### config.mk
export PLATFORM = sky130hd
export DESIGN_NAME = capture_ctrl_flat
export DESIGN_NICKNAME = d
export VERILOG_FILES = /design/src/rtl/capture_ctrl_if.sv /design/src/rtl/capture_ctrl.sv /design/src/flat_wrapper.sv
export SDC_FILE = /design/constraint.sdc
export NUM_CORES = 1
export LEC_CHECK = 0
export ABC_CLOCK_PERIOD_IN_PS = 2600
export CORE_ASPECT_RATIO = 0.8
export CORE_MARGIN = 2
export CORE_UTILIZATION = 45
export DETAILED_ROUTE_END_ITERATION = 7
export HOLD_SLACK_MARGIN = 0.03
export PLACE_DENSITY = 0.73
export SYNTH_ARGS = -nofsm -noshare
export SYNTH_HDL_FRONTEND = slang
export SYNTH_SLANG_ARGS = --single-unit
### constraint.sdc
create_clock -name clk -period 2.6 [get_ports clk]
set_clock_uncertainty 0.1 [all_clocks]
set_input_delay 0.26 -clock clk [delete_from_list [all_inputs] [get_ports clk]]
set_output_delay 0.26 -clock clk [all_outputs]
set_load 0.05 [all_outputs]
### src/rtl/capture_ctrl_if.sv
// Handshake/status bundle between the capture controller and its neighbours.
// CAPT_CNT_EN adds the completed-capture counter signal.
interface capture_ctrl_if #(parameter int AW = 9);
  logic          run;
  logic          wrt_smpl;
  logic          triggered;
  logic [AW-1:0] trig_pos;
  logic          clr_done;
  logic          we;
  logic [AW-1:0] waddr;
  logic          armed;
  logic          set_capture_done;
  logic          capture_done;
  logic [AW-1:0] trace_end;
`ifdef CAPT_CNT_EN
  logic [15:0]   capt_cnt;

  modport master (
    output run, wrt_smpl, triggered, trig_pos, clr_done,
    input  we, waddr, armed, set_capture_done, capture_done, trace_end, capt_cnt
  );
  modport slave (
    input  run, wrt_smpl, triggered, trig_pos, clr_done,
    output we, waddr, armed, set_capture_done, capture_done, trace_end, capt_cnt
  );
`else
  modport master (
    output run, wrt_smpl, triggered, trig_pos, clr_done,
    input  we, waddr, armed, set_capture_done, capture_done, trace_end
  );
  modport slave (
    input  run, wrt_smpl, triggered, trig_pos, clr_done,
    output we, waddr, armed, set_capture_done, capture_done, trace_end
  );
`endif
endinterface

### src/rtl/capture_ctrl.sv
// Capture controller: circular sample-RAM writer with pre/post-trigger counting.
// Optional CAPT_CNT_EN adds a saturating count of completed captures.
module capture_ctrl #(
    parameter int DEPTH = 512,
    parameter int AW    = $clog2(DEPTH)
) (
    input  logic           clk,
    input  logic           rst_n,
    capture_ctrl_if.slave  bus
);
    localparam logic [AW-1:0] LAST = AW'(DEPTH - 1);

    typedef enum logic [1:0] {IDLE, RUN, DONE} state_t;

    state_t        state;
    logic [AW-1:0] waddr, pos_q, smpl_cnt, trig_cnt, trace_end;
    logic          scd, cdone;
    logic          we, armed, final_wr;
    logic [AW-1:0] waddr_nxt, post_lim, tp_clamp;

    // When DEPTH fills the address space the clamp is a no-op.
    generate
        if (DEPTH == (1 << AW)) begin : g_noclamp
            assign tp_clamp = bus.trig_pos;
        end else begin : g_clamp
            assign tp_clamp = (bus.trig_pos > LAST) ? LAST : bus.trig_pos;
        end
    endgenerate

    always_comb begin
        we        = (state == RUN) & bus.wrt_smpl;
        armed     = (state == RUN) & (smpl_cnt == pos_q);
        waddr_nxt = (waddr == LAST) ? '0 : waddr + AW'(1);
        post_lim  = LAST - pos_q;
        final_wr  = we & bus.triggered & (trig_cnt == post_lim);
    end

    always_ff @(posedge clk or negedge rst_n) begin
        if (!rst_n) begin
            state     <= IDLE;
            waddr     <= '0;
            pos_q     <= '0;
            smpl_cnt  <= '0;
            trig_cnt  <= '0;
            trace_end <= '0;
            scd       <= 1'b0;
            cdone     <= 1'b0;
        end else begin
            scd <= 1'b0;
            case (state)
                IDLE: begin
                    if (bus.run) begin
                        state    <= RUN;
                        pos_q    <= tp_clamp;
                        smpl_cnt <= '0;
                        trig_cnt <= '0;
                    end
                end
                RUN: begin
                    if (we) waddr <= waddr_nxt;
                    // Restart takes priority over a coincident final write.
                    if (bus.run) begin
                        pos_q    <= tp_clamp;
                        smpl_cnt <= '0;
                        trig_cnt <= '0;
                    end else if (we) begin
                        if (smpl_cnt != pos_q) smpl_cnt <= smpl_cnt + AW'(1);
                        if (bus.triggered)     trig_cnt <= trig_cnt + AW'(1);
                        if (final_wr) begin
                            state     <= DONE;
                            trace_end <= waddr;
                            scd       <= 1'b1;
                            cdone     <= 1'b1;
                        end
                    end
                end
                DONE: begin
                    if (bus.clr_done) begin
                        state <= IDLE;
                        cdone <= 1'b0;
                    end
                end
                default: state <= IDLE;
            endcase
        end
    end

`ifdef CAPT_CNT_EN
    logic [15:0] capt_cnt;

    always_ff @(posedge clk or negedge rst_n) begin
        if (!rst_n)
            capt_cnt <= '0;
        else if (final_wr && !bus.run && capt_cnt != 16'hFFFF)
            capt_cnt <= capt_cnt + 16'd1;
    end

    assign bus.capt_cnt = capt_cnt;
`endif

    assign bus.we               = we;
    assign bus.waddr            = waddr;
    assign bus.armed            = armed;
    assign bus.set_capture_done = scd;
    assign bus.capture_done     = cdone;
    assign bus.trace_end        = trace_end;
endmodule

### src/flat_wrapper.sv
// flat-port wrapper written by rule: the top's interface ports become plain ports
module capture_ctrl_flat 
#(
    parameter int DEPTH = 512,
    parameter int AW    = $clog2(DEPTH)
)
  (clk, rst_n, bus_run, bus_wrt_smpl, bus_triggered, bus_trig_pos, bus_clr_done, bus_we, bus_waddr, bus_armed, bus_set_capture_done, bus_capture_done, bus_trace_end);
  capture_ctrl_if #(.AW(AW)) bus_i ();
  input  logic clk;
  input  logic rst_n;
  input wire logic [$bits(bus_i.run)-1:0] bus_run;
  input wire logic [$bits(bus_i.wrt_smpl)-1:0] bus_wrt_smpl;
  input wire logic [$bits(bus_i.triggered)-1:0] bus_triggered;
  input wire logic [$bits(bus_i.trig_pos)-1:0] bus_trig_pos;
  input wire logic [$bits(bus_i.clr_done)-1:0] bus_clr_done;
  output wire logic [$bits(bus_i.we)-1:0] bus_we;
  output wire logic [$bits(bus_i.waddr)-1:0] bus_waddr;
  output wire logic [$bits(bus_i.armed)-1:0] bus_armed;
  output wire logic [$bits(bus_i.set_capture_done)-1:0] bus_set_capture_done;
  output wire logic [$bits(bus_i.capture_done)-1:0] bus_capture_done;
  output wire logic [$bits(bus_i.trace_end)-1:0] bus_trace_end;
  assign bus_i.run = bus_run;
  assign bus_i.wrt_smpl = bus_wrt_smpl;
  assign bus_i.triggered = bus_triggered;
  assign bus_i.trig_pos = bus_trig_pos;
  assign bus_i.clr_done = bus_clr_done;
  assign bus_we = bus_i.we;
  assign bus_waddr = bus_i.waddr;
  assign bus_armed = bus_i.armed;
  assign bus_set_capture_done = bus_i.set_capture_done;
  assign bus_capture_done = bus_i.capture_done;
  assign bus_trace_end = bus_i.trace_end;
  capture_ctrl #(.DEPTH(DEPTH), .AW(AW)) u_core (.clk(clk), .rst_n(rst_n), .bus(bus_i));
endmodule
==> results.ini <==
[setup_path]
reg2reg_depth=7
cp.required_ns=2.24
rr_endpoint=u_core.bus.waddr[6]
cp-end-kind=output pin
cp-start-kind=flop
path_max_fanout=9
r2r-start=u_core.bus.waddr[0]
rrSetupSlack_ns=0.64
endpoint=bus_armed
crit_arrival_ns=1.98
startpoint=u_core.smpl_cnt[3]
worstSetupPathType=reg -> out

[final_layout]
seq_area_mm2=0.001226
antenna_cells=0
layout_common_cells=49 x dfrtp_1, 44 x nand2_1, 33 x clkdlybuf4s50_1
fin_cells=366
num-fill-cells=489
drive_gt1_share_pct=14.24
multi_input_area_mm2=0.001230
final_common_cell=dfrtp_1
area_growth_pct=23.15
nets=307

[clock_tree]
numCtsBuffers=5
htreeDepth=2
cts_setup_buffers=0
clkSlewWorstSetupHoldPaths_ns=0.09
cts.sinks=49
cts_tree=built
cts-root-buf=clkbuf_8
clk_latency_ns=0.30
clockBufferDepth=2

[synthesis]
yosys_warnings=0
synthAdderAreaFrac_pct=1.987
synthArstFlopShare_pct=100.0
ys.flop_type=dfrtp_1
synth_seq_area_share_pct=48.68
synth_top_cell_area_share_pct=48.68
synth-simple-area-share_pct=22.55
synthCells=244
synth-xor-area-share_pct=12.02
syn_area_mm2=0.002519
synth_edf_count=0
synth_compound_area_share_pct=7.352
syn_nets=263
syn_avg_cell_area_um2=10.32
synthMuxAreaShare_pct=4.918
synth_top_family_by_area=simple AND/OR/NAND/NOR gates
synthTopCellsByArea=dfrtp_1 49%, xor2_1 7.3%, nand2_1 6.6%
synth.largest_area_cell=dfrtp_1
ys_types=41
synth_seq_cells=49

[detailed_routing]
wl_per_cell_um=13.68
vias=1872
drt_wl_total_mm=5.007
drt_pass1_iterations=4
ant_nets=0
route.detailed.drc=0
drt_iter0_drc=163
vias_per_cell=5.115

[sta]
post-route-period-util_pct=89.92
fmax_mhz=427.7
relSlewSlack_pct=54.00
worstMarginPinSlew_ns=0.6899
hold_viol_final=0
finalSetupTns_ns=0
grt_setup_unrepaired=no
layout_setup_ws_ns=0.2621
setup_viol=0
min_period_ns=2.338
slew_viol_final=0

[floorplan]
die_h_um=70.92
rows=24
core_area_mm2=0.005435
die_width_um=87.65
start_util_pct=46.34
dieArea_mm2=0.006215
io_pins=37

[global_routing]
antenna_found_initial=0
first_global_vias=1927
grtUsageTotal_pct=18.34
grt_max_degree=32
grt_pass1_wl_mm=8.970
grt_overflow=0

[power_and_ir_drop]
worst_ir_drop_vdd_mv=0.3045
pwr_density_cell_mw_per_mm2=597.7
p_total_mw=1.854
leakage_nw=1.469

[placed_design]
pre_cts_ws_ns=0.3688
gp_congestion=0.8296
io_buffers=36
place_hpwl_mm=3.668
placed_cells=358

[run]
cap_violations=0

[status]
outcome=complete, no violations

[min_path]
hp-class=in -> reg

-- synth_stat cells (2+ instances only) --
master and count:
ha_1 4, mux2_2 7, nand2_1 44, nand2b_1 3
nor3_2 2, xor2_1 21, o21ai_0 10, nor2b_1 2
a21oi_1 8, dfrtp_1 49, nor2_1 20, a31o_1 2
inv_1 4, nand3_1 6, mux2_4 3, buf_6 2
xor2_2 3, a31oi_1 4, nor3_1 2, xnor2_1 8
and3_1 10, clkbuf_1 3, nand4_1 9
-- how the worst min path moves through the flow --
stage / start / to / cells after the start
2_1_floorplan: rst_n / u_core.bus.capture_done / 0
3_3_place_gp: rst_n / u_core.state[1] / 1
3_5_place_dp: rst_n / u_core.bus.capture_done / 1
4_1_cts: bus_trig_pos[5] / u_core.pos_q[5] / 3
5_1_grt: bus_trig_pos[5] / u_core.pos_q[5] / 3
6_report: bus_trig_pos[5] / u_core.pos_q[5] / 3
-- per-layer routing --
layer,GRT usage (%),part of all wire [%]
met1,25.84,47
met5,0,0
met3,4.317,2.7
met2,28.11,49
met4,5.983,1.3
-- cell type report --
type | count | share of cell area (%)
timing repair buffer | 44 | 13.72
clock buffer | 5 | 2.219
sequential | 49 | 39.53
tap | 78 | 3.146
multi-input combinational | 183 | 39.65
clock inverter | 2 | 1.129
inverter | 5 | 0.6051
-- critical path: stages, from the launching register on --
cell and delay [ns]:
dfrtp_1 0.50, xor2_2 0.23, nor4_4 0.28, and3_1 0.27, nor2b_1 0.24, buf_12 0.17
-- metrics by stage --
stage | instance area (um2) | util, % | hold WS (ns)
finish | 3102 | 57.07 | 0.3795
global route | 3102 | 57.07 | 0.3724
CTS | 3102 | 57.07 | 0.3738
detailed placement | 2988 | 54.97 | 0.2496
global placement | 2988 | 54.97 | 0.2445
floorplan | 2519 | - | -0.1356
-- power by group --
| part | switching [mW] | internal [mW] |
|---|---|---|
| Clock | 0.243 | 0.280 |
| Sequential | 0.0847 | 0.817 |
| Combinational | 0.268 | 0.162 |
| Total | 0.595 | 1.26 |
-- timing repair --
action,in CTS,in global routing
endpoints found under the hold margin,29,0
endpoints found under the setup margin,0,0
hold buffers,1,0
resized for setup,0,0
-- cells by family (layout without fill, tap and decap cells) --
group,count (synthesis),in the layout
compound gates,29,29
xor+xnor,32,32
fa+ha+maj,4,4
buf+inv,12,56
flops,49,49
mux,10,10
simple gates,108,108
-- flip-flops by register name, indices dropped and copies added (netlist names) --
| signal | flops |
|---|---|
| u_core.bus.trace_end | 9 |
| u_core.bus.waddr | 9 |
| u_core.pos_q | 9 |
| u_core.smpl_cnt | 9 |
| u_core.trig_cnt | 9 |
| u_core.state | 2 |
| u_core.bus.capture_done | 1 |
| u_core.bus.set_capture_done | 1 |
No activity file was read; power rests on OpenSTA's default activity.
